===== config.mk =====
export PLATFORM = sky130hd
export DESIGN_NAME = pdm_cic_decim_flat
export DESIGN_NICKNAME = d
export VERILOG_FILES = /design/src/rtl/pdm_cic_decim_if.sv /design/src/rtl/pdm_cic_decim.sv /design/src/flat_wrapper.sv
export SDC_FILE = /design/constraint.sdc
export NUM_CORES = 1
export LEC_CHECK = 0
export ABC_AREA = 1
export BUFFER_PORTS_ARGS = -buffer_cell sky130_fd_sc_hd__buf_2
export CAP_MARGIN = 20
export CELL_PAD_IN_SITES_DETAIL_PLACEMENT = 2
export CELL_PAD_IN_SITES_GLOBAL_PLACEMENT = 2
export CORE_MARGIN = 3
export CORE_UTILIZATION = 43
export CTS_BUF_LIST = sky130_fd_sc_hd__clkbuf_2
export CTS_CLUSTER_DIAMETER = 100
export CTS_CLUSTER_SIZE = 16
export DETAILED_ROUTE_END_ITERATION = 6
export PLACE_DENSITY_LB_ADDON = 0.1
export SLEW_MARGIN = 20
export SYNTH_ARGS = -nofsm -noshare
export SYNTH_HDL_FRONTEND = slang
export SYNTH_SLANG_ARGS = --single-unit

===== constraint.sdc =====
create_clock -name clk -period 7.8 [get_ports clk]
set_clock_uncertainty 0.15 [all_clocks]
set_input_delay 0.39 -clock clk [delete_from_list [all_inputs] [get_ports clk]]
set_output_delay 0.39 -clock clk [all_outputs]
set_load 0.05 [all_outputs]

===== src/rtl/pdm_cic_decim_if.sv =====
// PCM output bus of pdm_cic_decim: signed word plus valid/ready handshake.
// The decimator drives the master side; the consumer uses the slave side.
interface pdm_cic_decim_if #(
    parameter int OUT_BITS = 16
);
    logic [OUT_BITS-1:0] pcm_data;
    logic                pcm_valid;
    logic                pcm_ready;

    modport master (output pcm_data, output pcm_valid, input pcm_ready);
    modport slave  (input pcm_data, input pcm_valid, output pcm_ready);
endinterface


===== src/rtl/pdm_cic_decim.sv =====
// Third-order CIC decimator (R = 2^LOG2_R) turning a 1-bit PDM stream into signed PCM words.
// Optional build macro PDM_CIC_SAT_EN clips the positive full-scale result instead of letting it wrap.
module pdm_cic_decim #(
    parameter int LOG2_R   = 6,
    parameter int OUT_BITS = 16
) (
    input  logic           clk,
    input  logic           rst_n,
    input  logic           sample_valid,
    input  logic           data,
    input  logic           sync,
    pdm_cic_decim_if.master pcm,
    output logic           overrun
);
    localparam int W  = 3*LOG2_R + 2;
    localparam int SH = 3*LOG2_R + 1 - OUT_BITS;
    localparam logic [W-1:0] POS_FS = W'(1) << (3*LOG2_R);

    logic [LOG2_R-1:0]   phase_q, phase_d;
    logic                dec_go_q, dec_go_d;
    logic [W-1:0]        integ_q [0:2];
    logic [W-1:0]        integ_d [0:2];
    logic [W-1:0]        dly_q   [0:2];
    logic [W-1:0]        dly_d   [0:2];
    logic [W-1:0]        comb_s  [0:3];
    logic [OUT_BITS-1:0] pcm_data_q, pcm_data_d;
    logic                pcm_valid_q, pcm_valid_d;
    logic                overrun_q, overrun_d;
    logic [W-1:0]        step;
    logic [W-1:0]        acc;
    logic [W-1:0]        c_clip;
    logic [OUT_BITS-1:0] word;

    assign step      = data ? W'(1) : {W{1'b1}};
    assign comb_s[0] = integ_q[2];

    // Comb chain with differential delay 1; only meaningful in the dec_go cycle.
    generate
        for (genvar gi = 0; gi < 3; gi++) begin : g_comb
            assign comb_s[gi+1] = comb_s[gi] - dly_q[gi];
        end
    endgenerate

`ifdef PDM_CIC_SAT_EN
    assign c_clip = (comb_s[3] == POS_FS) ? (POS_FS - W'(1)) : comb_s[3];
`else
    assign c_clip = comb_s[3];
`endif

    assign word = OUT_BITS'($signed(c_clip) >>> SH);

    always_comb begin
        phase_d     = phase_q;
        dec_go_d    = 1'b0;
        pcm_data_d  = pcm_data_q;
        pcm_valid_d = pcm_valid_q;
        overrun_d   = overrun_q;
        acc         = step;
        for (int k = 0; k < 3; k++) begin
            integ_d[k] = integ_q[k];
            dly_d[k]   = dly_q[k];
        end

        if (sync) begin
            phase_d     = '0;
            pcm_valid_d = 1'b0;
            overrun_d   = 1'b0;
            for (int k = 0; k < 3; k++) begin
                integ_d[k] = '0;
                dly_d[k]   = '0;
            end
        end else begin
            if (sample_valid) begin
                for (int k = 0; k < 3; k++) begin
                    integ_d[k] = integ_q[k] + acc;
                    acc        = integ_d[k];
                end
                phase_d  = phase_q + 1'b1;
                dec_go_d = (phase_q == {LOG2_R{1'b1}});
            end
            if (pcm_valid_q && pcm.pcm_ready) begin
                pcm_valid_d = 1'b0;
            end
            // A load wins over a same-edge handshake and only counts as overrun when the word was not taken.
            if (dec_go_q) begin
                for (int k = 0; k < 3; k++) begin
                    dly_d[k] = comb_s[k];
                end
                pcm_data_d  = word;
                pcm_valid_d = 1'b1;
                if (pcm_valid_q && !pcm.pcm_ready) begin
                    overrun_d = 1'b1;
                end
            end
        end
    end

    always_ff @(posedge clk or negedge rst_n) begin
        if (!rst_n) begin
            phase_q     <= '0;
            dec_go_q    <= 1'b0;
            pcm_data_q  <= '0;
            pcm_valid_q <= 1'b0;
            overrun_q   <= 1'b0;
            for (int k = 0; k < 3; k++) begin
                integ_q[k] <= '0;
                dly_q[k]   <= '0;
            end
        end else begin
            phase_q     <= phase_d;
            dec_go_q    <= dec_go_d;
            pcm_data_q  <= pcm_data_d;
            pcm_valid_q <= pcm_valid_d;
            overrun_q   <= overrun_d;
            for (int k = 0; k < 3; k++) begin
                integ_q[k] <= integ_d[k];
                dly_q[k]   <= dly_d[k];
            end
        end
    end

    assign pcm.pcm_data  = pcm_data_q;
    assign pcm.pcm_valid = pcm_valid_q;
    assign overrun       = overrun_q;
endmodule


===== src/flat_wrapper.sv =====
// flat-port wrapper written by rule: the top's interface ports become plain ports
module pdm_cic_decim_flat 
#(
    parameter int LOG2_R   = 6,
    parameter int OUT_BITS = 16
)
  (clk, rst_n, sample_valid, data, sync, overrun, pcm_pcm_data, pcm_pcm_valid, pcm_pcm_ready);
  pdm_cic_decim_if #(.OUT_BITS(OUT_BITS)) pcm_i ();
  input  logic clk;
  input  logic rst_n;
  input  logic sample_valid;
  input  logic data;
  input  logic sync;
  output logic overrun;
  output wire logic [$bits(pcm_i.pcm_data)-1:0] pcm_pcm_data;
  output wire logic [$bits(pcm_i.pcm_valid)-1:0] pcm_pcm_valid;
  input wire logic [$bits(pcm_i.pcm_ready)-1:0] pcm_pcm_ready;
  assign pcm_pcm_data = pcm_i.pcm_data;
  assign pcm_pcm_valid = pcm_i.pcm_valid;
  assign pcm_i.pcm_ready = pcm_pcm_ready;
  pdm_cic_decim #(.LOG2_R(LOG2_R), .OUT_BITS(OUT_BITS)) u_core (.clk(clk), .rst_n(rst_n), .sample_valid(sample_valid), .data(data), .sync(sync), .pcm(pcm_i), .overrun(overrun));
endmodule

Word level (Yosys, flattened, before mapping)
Cells that the tools add are included.
{ "totals": {"regBits": 144, "elab_cells": 44, "out_inout_bits": 18} }
{ "op_classes": {"muxes": 15, "eq_ne": 1, "addsub": 7, "n_reduce_logical": 9, "n_bitwise": 1} }
{ "ops": {"columns": ["op", "n"], "rows": [
  ["$mux W60", 4],
  ["$add A20 B20 Y20", 3],
  ["$sub A20 B20 Y20", 2],
  ["$mux W20", 1],
  ["$sub A19 B19 Y19", 1],
  ["$mux W6", 2],
  ["$mux W1", 8],
  ["$add A6 B1 Y6 const B", 1],
  ["$eq A6 B6 Y1 const B", 1],
  ["$reduce_bool A2 Y1", 3],
  ["$reduce_and A2 Y1", 2],
  ["$reduce_bool A3 Y1", 1],
  ["$logic_and A1 B1 Y1", 2],
  ["$logic_not A1 Y1", 1],
  ["$not A1 Y1", 1]
]} }

Longest topological paths before layout
Gate-level depths: netlist of the first run.
{ "depth": {"word_depth": 6, "depth_mapped": 33, "ltp_nobuf": 33} }

Worst setup path after synthesis of the first run
No wires, ideal clock.
{ "synth_timing": {"kind": "input port to flip-flop", "from": "input data", "to": "register u_core.integ_q, in the netlist u_core.comb_s[78]", "arrival_ns": 4.501, "cell_stages": 28, "path_buffers": 0, "slack_ns": 3.084, "path_cell_list": "inv_1 > ha_1 > a21oi_1 > o21ai_1 > a21o_1 > nand3_1 > nand2_1 > xnor2_1 > inv_1 > ha_1 > a21oi_1 > o21ai_0 > a21oi_1 > nand2_1 > a21boi_1 > o21ai_1 > nand2_1 > nand3_1 > and2_1 > ha_1 > inv_1 > nor3_1 > nand2_1 > o311ai_0 > inv_1 > nand3_1 > nand3_1 > nand2_1"} }
{ "synth_via": {"elab_chain_len": 6} }
{ "synth_rtl": {"columns": ["element", "line", "text"], "rows": [
  ["start: declaration", "flat_wrapper.sv:12", "input logic data;"],
  ["$mux W20", "pdm_cic_decim.sv:34", "assign step = data ? W'(1) : {W{1'b1}};"],
  ["$add A20 B20 Y20 (3 in a row)", "pdm_cic_decim.sv:75", "integ_d[k] = integ_q[k] + acc;"],
  ["$mux W60", "pdm_cic_decim.sv:73", "if (sample_valid) begin"],
  ["$mux W60", "pdm_cic_decim.sv:64", "if (sync) begin"],
  ["end signal: indexed assignment", "pdm_cic_decim.sv:116", "integ_q[k] <= integ_d[k];"],
  ["end: declaration", "pdm_cic_decim.sv:21", "logic [W-1:0] integ_q [0:2];"]
]} }
No other way between the ends. The select of a mux whose other input is x is not followed.
A chain may end at the register's enable or synchronous reset.

Worst setup path after layout of the first run
{ "layout_timing": {"from": "register u_core.integ_q[40] (netlist bit)", "to": "register u_core.integ_q, in the netlist u_core.comb_s[74]"} }
{ "layout_via": {"elab_chain_len": 5} }
{ "layout_rtl": {"columns": ["element", "line"], "rows": [
  ["$add A20 B20 Y20 (3 in a row)", "pdm_cic_decim.sv:75"],
  ["$mux W60", "pdm_cic_decim.sv:73"],
  ["$mux W60", "pdm_cic_decim.sv:64"]
]} }
No other way between the ends. The select of a mux whose other input is x is not followed.

==> metrics.cfg, run 1 <==
[clocking]
clkSlewWorstSetupHoldPaths_ns = 0.28
cts-buffers-inserted = 17
clk_path_buf_depth = 2
cts_resized = 0
clk_latency_ns = 0.77
htree_levels = 4
cts_sinks = 139
cts_tree = done
clock-root-buffer = clkbuf_2

[worst_setup_path]
path_max_fanout = 6
r2r-end = u_core.comb_s[74]$_DFFE_PN0P_
cp.required_ns = 8.25
critPathKind = reg -> reg
reg2regPathDepth = 25
reg2reg_setup_slack_ns = 2.29
worstPathArrival_ns = 5.96
crit_path_start_kind = flip-flop
r2r-start = u_core.integ_q[40]$_DFFE_PN0P_
critPathCaptureType = flip-flop

[synth]
postSynthCellCount = 1339
synth_seq_area_share = 0.333
synth_cell_types = 48
yosysTopAreaCellShare = 0.333
synth_enable_flop_cells = 0
syn_nets = 1458
ys_seq_elements = 139
ys_warn_count = 0
synth_top_cell_by_area = dfrtp_1
synth_area_leaders = dfrtp_1 (33%), ha_1 (13%), nand2_1 (9.7%)
synth_async_sr_flop_share = 1.00
synth.cell_area_um2 = 10500
ys.flop_type = dfrtp_1
avgSynthCellArea_um2 = 7.81

[sta]
setup_viol = 0
max_freq_mhz = 182
tightest_slew_ns = 1.07
rsz0062_at_grt = no
finalCritPeriodShare = 0.706
finalMaxSlewViolations = 0
relSlewSlack = 0.287
min_period_ns = 5.51
fin_setup_tns_ns = 0
timing_hold_violations_final = 0

[final_layout]
drive_above_1_share = 0.0841
fill_cells = 2787
syn2layout_area_growth_pct = 7.55
final_nets = 1487

[floorplan]
die_y_um = 162
die_x_um = 162
dieArea_um2 = 26200
core_um2 = 23700
initial_utilization = 0.441
num_rows = 56
pin_count = 24

[drt]
vias_per_cell = 5.63
remaining_drc_errors = 0
drtPass1Iterations = 5
antenna_left = 0
avgRoutedWirePerCell_um = 20.9
num_vias = 9567
drt_iter0_markers = 424
finalWirelength_um = 35600

[status]
status = finished, final reports clean

[global_route]
globalRouteTotalUtil = 0.283
grt_max_degree = 82
grt_remaining_overflow = 0
antenna_found_initial = 1
grt_pass1_wl_um = 59700
grt_pass1_vias = 11200

[place]
dp_hpwl_um = 25700
gp_congestion = 0.888
io_buffers = 23

[run]
maxCapViolations = 0

[hold_path]
hold_path.class = in -> async

==> placed cells by master (no fill, tap or decap), drive strengths merged, types with 6 or more instances in the layout <==
cell type | netlist | final
nand4 | 10 | 10
xnor2 | 36 | 36
buf | 3 | 29
nor2 | 65 | 65
ha | 108 | 108
o31ai | 6 | 6
nand3 | 59 | 59
nor3 | 11 | 11
or2 | 7 | 7
a21o | 11 | 11
a22o | 23 | 23
o22ai | 39 | 39
o21ai | 122 | 122
xor2 | 37 | 37
nand2 | 282 | 282
a21oi | 120 | 120
clkbuf | 22 | 18
o21bai | 11 | 11
dlygate4sd3 | 0 | 6
dfrtp | 139 | 139
inv | 191 | 195
==> metrics by stage <==
stage	setup slack [ns]	instance area, um^2	std cells	util	hold slack, ns
2_1_floorplan	3.08	10500	1339	-	-0.0556
3_5_place_dp	1.86	10900	1662	0.461	0.332
6_report	2.29	11200	1700	0.475	0.0500
3_3_place_gp	2.33	10900	1662	0.461	0.313
4_1_cts	2.25	11200	1699	0.475	0.0316
5_1_grt	1.71	11200	1700	0.475	0.0242
==> worst max-delay path, stage by stage (launching register included) <==
cell     delay [ns]
dfrtp_1        0.45
inv_1          0.19
fa_1           0.58
inv_1          0.15
a31oi_1        0.12
xnor2_1        0.31
ha_1           0.34
a21oi_1        0.15
o21ai_1        0.09
nor2_1         0.37
o21ai_2        0.16
nand3_1        0.11
nand2_1        0.08
xor2_1         0.19
ha_1           0.39
nand2_1        0.15
nor2_1         0.20
nand4_1        0.28
nor2_1         0.21
nor2_1         0.09
inv_1          0.12
a21oi_1        0.08
inv_1          0.10
a21oi_1        0.07
o21ai_0        0.12
o21ai_0        0.12
==> synth_stat cells (11+ instances only) <==
library cell    n
a21oi_1       115
nor2_1         60
dfrtp_1       139
nand2_1       271
a21o_1         11
inv_1         188
nand3_2        19
clkbuf_1       22
xor2_1         37
o22ai_1        39
a22o_1         23
nor3_1         11
ha_1          108
xnor2_1        36
o21ai_1        26
o21ai_0        95
nand3_1        40
==> timing repair <==
item	CTS	global route
hold buffers	6	0
hold endpoints to repair	88	0
buffers inserted	0	0
==> layer usage <==
metal  global-route usage  share of wire
met5                    0              0
met4               0.0965          0.031
met3               0.0349          0.017
met2                0.547           0.55
met1                0.319           0.40
==> cell type report <==
class / count / area, um^2 / share of cell area
diodes: 1 / 2.50 / 0.000223
clock buffers: 18 / 90.1 / 0.00801
clock inverters: 13 / 166 / 0.0148
inverters: 192 / 721 / 0.0641
multi-input cells: 983 / 6160 / 0.548
flip-flops and latches: 139 / 3480 / 0.309
well taps: 319 / 399 / 0.0355
repair buffers: 35 / 226 / 0.0201
==> registers in the layout, summed over array words and instances, names as in the netlist <==
signal and flops:
u_core.dec_go_q 1, u_core.phase_q 6, u_core.overrun 1, u_core.pcm.pcm_valid 1, u_core.integ_q 38, u_core.pcm.pcm_data 16, u_core.dly_q 57, u_core.comb_s 19
==> cell families after synthesis <==
kind of cell               Yosys count  synth area share
AOI/OAI and AO/OA                  351             0.196
and+or+nand+nor                    446             0.192
DFF                                139             0.333
buffers and inverters              217            0.0785
xor gates and xnor gates            73            0.0612
adders and majority gates          113             0.139
==> how the worst max path moves through the flow <==
stage                                         startpoint                             to
after floorplan                                     data  u_core.comb_s[78]$_DFFE_PN0P_
after global placement                              data  u_core.comb_s[78]$_DFFE_PN0P_
after detailed placement                            data  u_core.comb_s[78]$_DFFE_PN0P_
after CTS                 u_core.integ_q[40]$_DFFE_PN0P_  u_core.comb_s[74]$_DFFE_PN0P_
after global routing      u_core.integ_q[40]$_DFFE_PN0P_  u_core.comb_s[78]$_DFFE_PN0P_
final                     u_core.integ_q[40]$_DFFE_PN0P_  u_core.comb_s[74]$_DFFE_PN0P_
Power of run 1 is left out: the tool's default activity adds up to more than one toggle a clock period on the data nets, which glitch-free logic cannot reach.
==> inputs of run 2 (changes only) <==
- CORE_UTILIZATION: 43 -> 40
- clock period: 7.8 -> 5.5 ns (I/O delays scaled with it)
==> metrics.cfg, run 2 (synthesis results as in run 1) <==
[status]
status = finished, final reports clean

[sta]
min_period_ns = 5.14
max_freq_mhz = 194
setup_viol = 0
tightest_slew_ns = 0.977
finalMaxSlewViolations = 0
timing_hold_violations_final = 0
relSlewSlack = 0.348
finalCritPeriodShare = 0.935
fin_setup_tns_ns = 0

[worst_setup_path]
r2r-start = u_core.comb_s[60]$_DFFE_PN0P_
crit_path_start_kind = flip-flop
crit_path_start = u_core.comb_s[60]$_DFFE_PN0P_
critPathCaptureType = flip-flop
crit_slowest_cell = dfrtp_1
path_max_fanout = 5
cp.required_ns = 6.10
worstPathArrival_ns = 5.74
critPathKind = reg -> reg
critPathMaxStageDelay_ns = 0.41
cpMostUsedCell = nand2_1

[final_layout]
largest_reg_flops = 57
regMostFlops = u_core.dly_q
final_cell_mix = nand2_1 (270), inv_1 (187), dfrtp_1 (137)
drive_above_1_share = 0.117
layout_commonest_cell = nand2_1
syn2layout_area_growth_pct = 10.8
final_nets = 1505

[drt]
vias_per_cell = 5.47
finalWirelength_um = 33600
remaining_drc_errors = 0
drtPass1Iterations = 6
avgRoutedWirePerCell_um = 19.4
drt_iter0_markers = 379
num_vias = 9460
antenna_left = 0

[global_route]
grt_pass1_wl_um = 55600
grt_remaining_overflow = 0
grt_pass1_vias = 10700
antenna_found_initial = 1
globalRouteTotalUtil = 0.245
grt_max_degree = 49

[run]
maxCapViolations = 0

[clocking]
clock-root-buffer = clkbuf_2
cts_sinks = 139
cts_tree = done
clk_latency_ns = 0.81
clkSlewWorstSetupHoldPaths_ns = 0.29
cts-buffers-inserted = 17
htree_levels = 4
clk_path_buf_depth = 2

[place]
gp_congestion = 0.875
io_buffers = 23
dp_hpwl_um = 25100

[floorplan]
dieArea_um2 = 28100
pin_count = 24
die_x_um = 168
core_um2 = 25400
initial_utilization = 0.411
die_y_um = 168
num_rows = 58

[hold_path]
hold_path.class = in -> reg
worstHoldStart = sample_valid

[run 2: cell count changes in the layout (fill, tap and decap cells not counted), sizes merged]
cell         previous run  this run
buf                    29        45
bufinv                  3         4
clkbuf                 18        17
clkinv                  5         6
clkinvlp                2         1
dlygate4sd3             6         8
inv                   195       196
[run 2: cell type report]
cell class	count	area [um^2]
well taps	330	413
multi-input cells	983	6280
fillers	2954	13800
flip-flops and latches	139	3480
repair buffers	53	387
clock buffers	17	85.1
clock inverters	15	210
diodes	1	2.50
inverters	192	721
[run 2: layer usage]
metal  track usage  wire length (um)  share of wire
met2         0.487             18500           0.55
met3        0.0290               471          0.014
met4        0.0754               867          0.026
met1         0.269             13800           0.41
met5             0                 0              0
[run 2: worst max-delay path: cells and delay by family, from the launching register on]
| family | cells | cell delay [ns] |
|---|---|---|
| simple gates | 14 | 1.74 |
| fa+ha+maj | 4 | 1.27 |
| compound gates | 7 | 0.94 |
| flops | 1 | 0.41 |
| buf+inv | 5 | 0.36 |
| xor+xnor | 1 | 0.22 |
[run 2: repair_timing]
item / in CTS / in global routing
endpoints found under the setup margin: 0 / 6
endpoints found under the hold margin: 139 / 0
hold buffers: 9 / 0
resized for setup: 0 / 35
setup buffers: 0 / 10
[run 2: stage by stage]
step           worst slack (ns)   util  hold slack [ns]  cell area [um^2]  instances
2_1_floorplan             0.899      -           -0.171             10500       1339
3_3_place_gp              0.224  0.432            0.285             11000       1678
3_5_place_dp            0.00488  0.432            0.289             11000       1678
4_1_cts                   0.107  0.448            0.127             11400       1719
5_1_grt                 -0.0546  0.456            0.167             11600       1730
6_report                  0.358  0.456            0.195             11600       1730
[run 2: worst paths after layout]
check	cells after the start	endpoint	slack (ns)
hold / removal	4	u_core.phase_q[2]$_DFFE_PN0P_	0.20
setup reg to reg	31	u_core.pcm.pcm_data[15]$_DFFE_PN0P_	0.36
max in group asynchronous	4	u_core.comb_s[64]$_DFFE_PN0P_	3.75
hold reg to reg	2	u_core.pcm.pcm_data[3]$_DFFE_PN0P_	0.37
setup / recovery	31	u_core.pcm.pcm_data[15]$_DFFE_PN0P_	0.36
min in group asynchronous	3	u_core.dly_q[22]$_DFFE_PN0P_	0.38
Power of run 2 is left out for the same reason.
==> inputs of run 3 (changes only) <==
- ABC_AREA: 1 -> not set
- CORE_UTILIZATION: 40 -> 42
==> metrics.cfg, run 3 <==
[floorplan]
dieArea_um2 = 26400
initial_utilization = 0.433
pin_count = 24
die_y_um = 162
die_x_um = 162
core_um2 = 23800
num_rows = 56

[worst_setup_path]
critPathCaptureType = flip-flop
crit_slowest_cell = dfrtp_1
path_max_fanout = 4
critPathKind = reg -> reg
critPathMaxStageDelay_ns = 0.43
worstPathArrival_ns = 6.18
cpMostUsedCell = ha_1
reg2regPathDepth = 26
cp.required_ns = 5.99
crit_path_start_kind = flip-flop

[global_route]
grt_pass1_vias = 9724
grt_max_degree = 85
grt_pass1_wl_um = 47900
antenna_found_initial = 1
globalRouteTotalUtil = 0.221
grt_remaining_overflow = 0

[drt]
drtPass1Iterations = 4
vias_per_cell = 5.63
avgRoutedWirePerCell_um = 21.2
antenna_left = 0
drt_iter0_markers = 405
finalWirelength_um = 33200
remaining_drc_errors = 0
num_vias = 8829

[clocking]
cts-buffers-inserted = 17
clk_latency_ns = 0.77
clock-root-buffer = clkbuf_2
cts_sinks = 139
htree_levels = 4
clk_path_buf_depth = 2
cts_tree = done
clkSlewWorstSetupHoldPaths_ns = 0.24

[final_layout]
final_cell_mix = nor2_1 (155), dfrtp_1 (138), ha_1 (104)
syn2layout_area_growth_pct = 17.7
fill_cells = 2524
largest_reg_flops = 57
drive_above_1_share = 0.180
layout_commonest_cell = nor2_1
final_nets = 1354
fin_area_um2 = 12100
ff_latch_area_um2 = 3480
multi_input_area_um2 = 6730
regMostFlops = u_core.dly_q

[sta]
setup_viol = 3
finalCritPeriodShare = 1.03
tightest_slew_ns = 0.920
whs_ns = 0.207
rsz0062_at_grt = yes
timing.final.ws_setup_ns = -0.186
timing_hold_violations_final = 0
relSlewSlack = 0.384
max_freq_mhz = 176
finalMaxSlewViolations = 0
min_period_ns = 5.69

[synth]
post-synth-top-count-cell = nor2_1
synth_common_cells = nor2_1 (158), dfrtp_1 (139), ha_1 (108)
synth_area_leaders = dfrtp_1 (34%), ha_1 (13%), mux2i_1 (9.4%)
ys.flop_type = dfrtp_1
ys_warn_count = 0
synth_top_cell_by_area = dfrtp_1
synth_cell_types = 61
synth_enable_flop_cells = 0
synth_async_sr_flop_share = 1.00
avgSynthCellArea_um2 = 9.13
synth.cell_area_um2 = 10300
ys_seq_elements = 139
syn_nets = 1245
postSynthCellCount = 1126
synth_seq_area_share = 0.338
yosysTopAreaCellShare = 0.338

[hold_path]
hold_path.class = in -> reg
whs_path_depth = 5

[place]
dp_hpwl_um = 19500
io_buffers = 23
gp_congestion = 0.820
placed_area_um2 = 11100
pre_cts_slack_ns = -0.304

[run]
maxCapViolations = 0

[status]
violations = negative setup slack
status = finished with violations

-- run 3: cell count changes in the layout (fill, tap and decap cells not counted), sizes merged, moves of 70 or more --
cell | before | now
nand2 | 282 | 48
inv | 196 | 96
mux2i | 0 | 97
nor2 | 65 | 158
o21ai | 122 | 46
buf | 45 | 115
-- run 3: final cells by class --
cell class,instances,share of cell area
inverter,91,0.0282
multi-input combinational,864,0.556
clock buffer,17,0.00704
timing repair buffer,122,0.0737
sequential,139,0.288
clock inverter,15,0.0133
tap,319,0.0330
antenna,1,0.000207
-- run 3: cells by family (layout without fill, tap and decap cells) --
| family | count (synthesis) | after routing | synth area share |
|---|---|---|---|
| flops | 139 | 139 | 0.338 |
| mux | 97 | 97 | 0.0945 |
| buf+inv | 123 | 245 | 0.0451 |
| compound gates | 252 | 252 | 0.165 |
| fa+ha+maj | 113 | 113 | 0.141 |
| other cells | 0 | 1 | 0 |
| xor+xnor | 90 | 90 | 0.0794 |
| simple gates | 312 | 312 | 0.136 |
-- run 3: metal layers --
metal | track usage | vias to the layer above | wire length (um)
met3 | 0.0234 | 62 | 495
li1 | - | 4149 | -
met1 | 0.257 | 4496 | 13800
met2 | 0.430 | 122 | 18100
met5 | 0 | - | 0
met4 | 0.0512 | 0 | 820
-- run 3: per-stage QoR --
| stage | setup TNS (ns) | utilization | instances |
|---|---|---|---|
| 2_1_floorplan | 0 | - | 1126 |
| 3_3_place_gp | -0.0139 | 0.469 | 1498 |
| 3_5_place_dp | -0.455 | 0.469 | 1498 |
| 4_1_cts | 0 | 0.489 | 1548 |
| 5_1_grt | -1.88 | 0.509 | 1568 |
| 6_report | -0.295 | 0.509 | 1568 |
-- run 3: final timing paths --
path	startpoint	endpoint	slack (ns)
max in group asynchronous	rst_n	u_core.pcm.pcm_data[1]$_DFFE_PN0P_	2.88
max	u_core.dly_q[41]$_DFFE_PN0P_	u_core.pcm.pcm_data[15]$_DFFE_PN0P_	-0.19
min in group asynchronous	rst_n	u_core.pcm.pcm_data[12]$_DFFE_PN0P_	0.53
min reg2reg	u_core.pcm.pcm_data[7]$_DFFE_PN0P_	u_core.pcm.pcm_data[7]$_DFFE_PN0P_	0.36
max reg2reg	u_core.dly_q[41]$_DFFE_PN0P_	u_core.pcm.pcm_data[15]$_DFFE_PN0P_	-0.19
min	pcm_pcm_ready	u_core.pcm.pcm_valid$_DFFE_PN0P_	0.21
-- run 3: what timing repair did --
| item | in CTS | in global routing |
|---|---|---|
| pin swaps | 11 | 41 |
| hold endpoints to repair | 151 | 0 |
| gates resized for setup | 18 | 70 |
| setup buffers | 11 | 19 |
| setup endpoints to repair | 3 | 11 |
| hold buffers | 7 | 0 |
-- run 3: worst max-delay path, delay by kind of cell (launching register included) --
family                   cells  cell delay, ns
flip-flops                   1            0.43
AND/OR/NAND/NOR              4            0.60
XOR/XNOR                     4            0.81
buffers and inverters        2            0.25
adder cells (fa/ha/maj)      3            0.90
AO/OA/AOI/OAI               13            2.44
Power of run 3 is left out for the same reason.
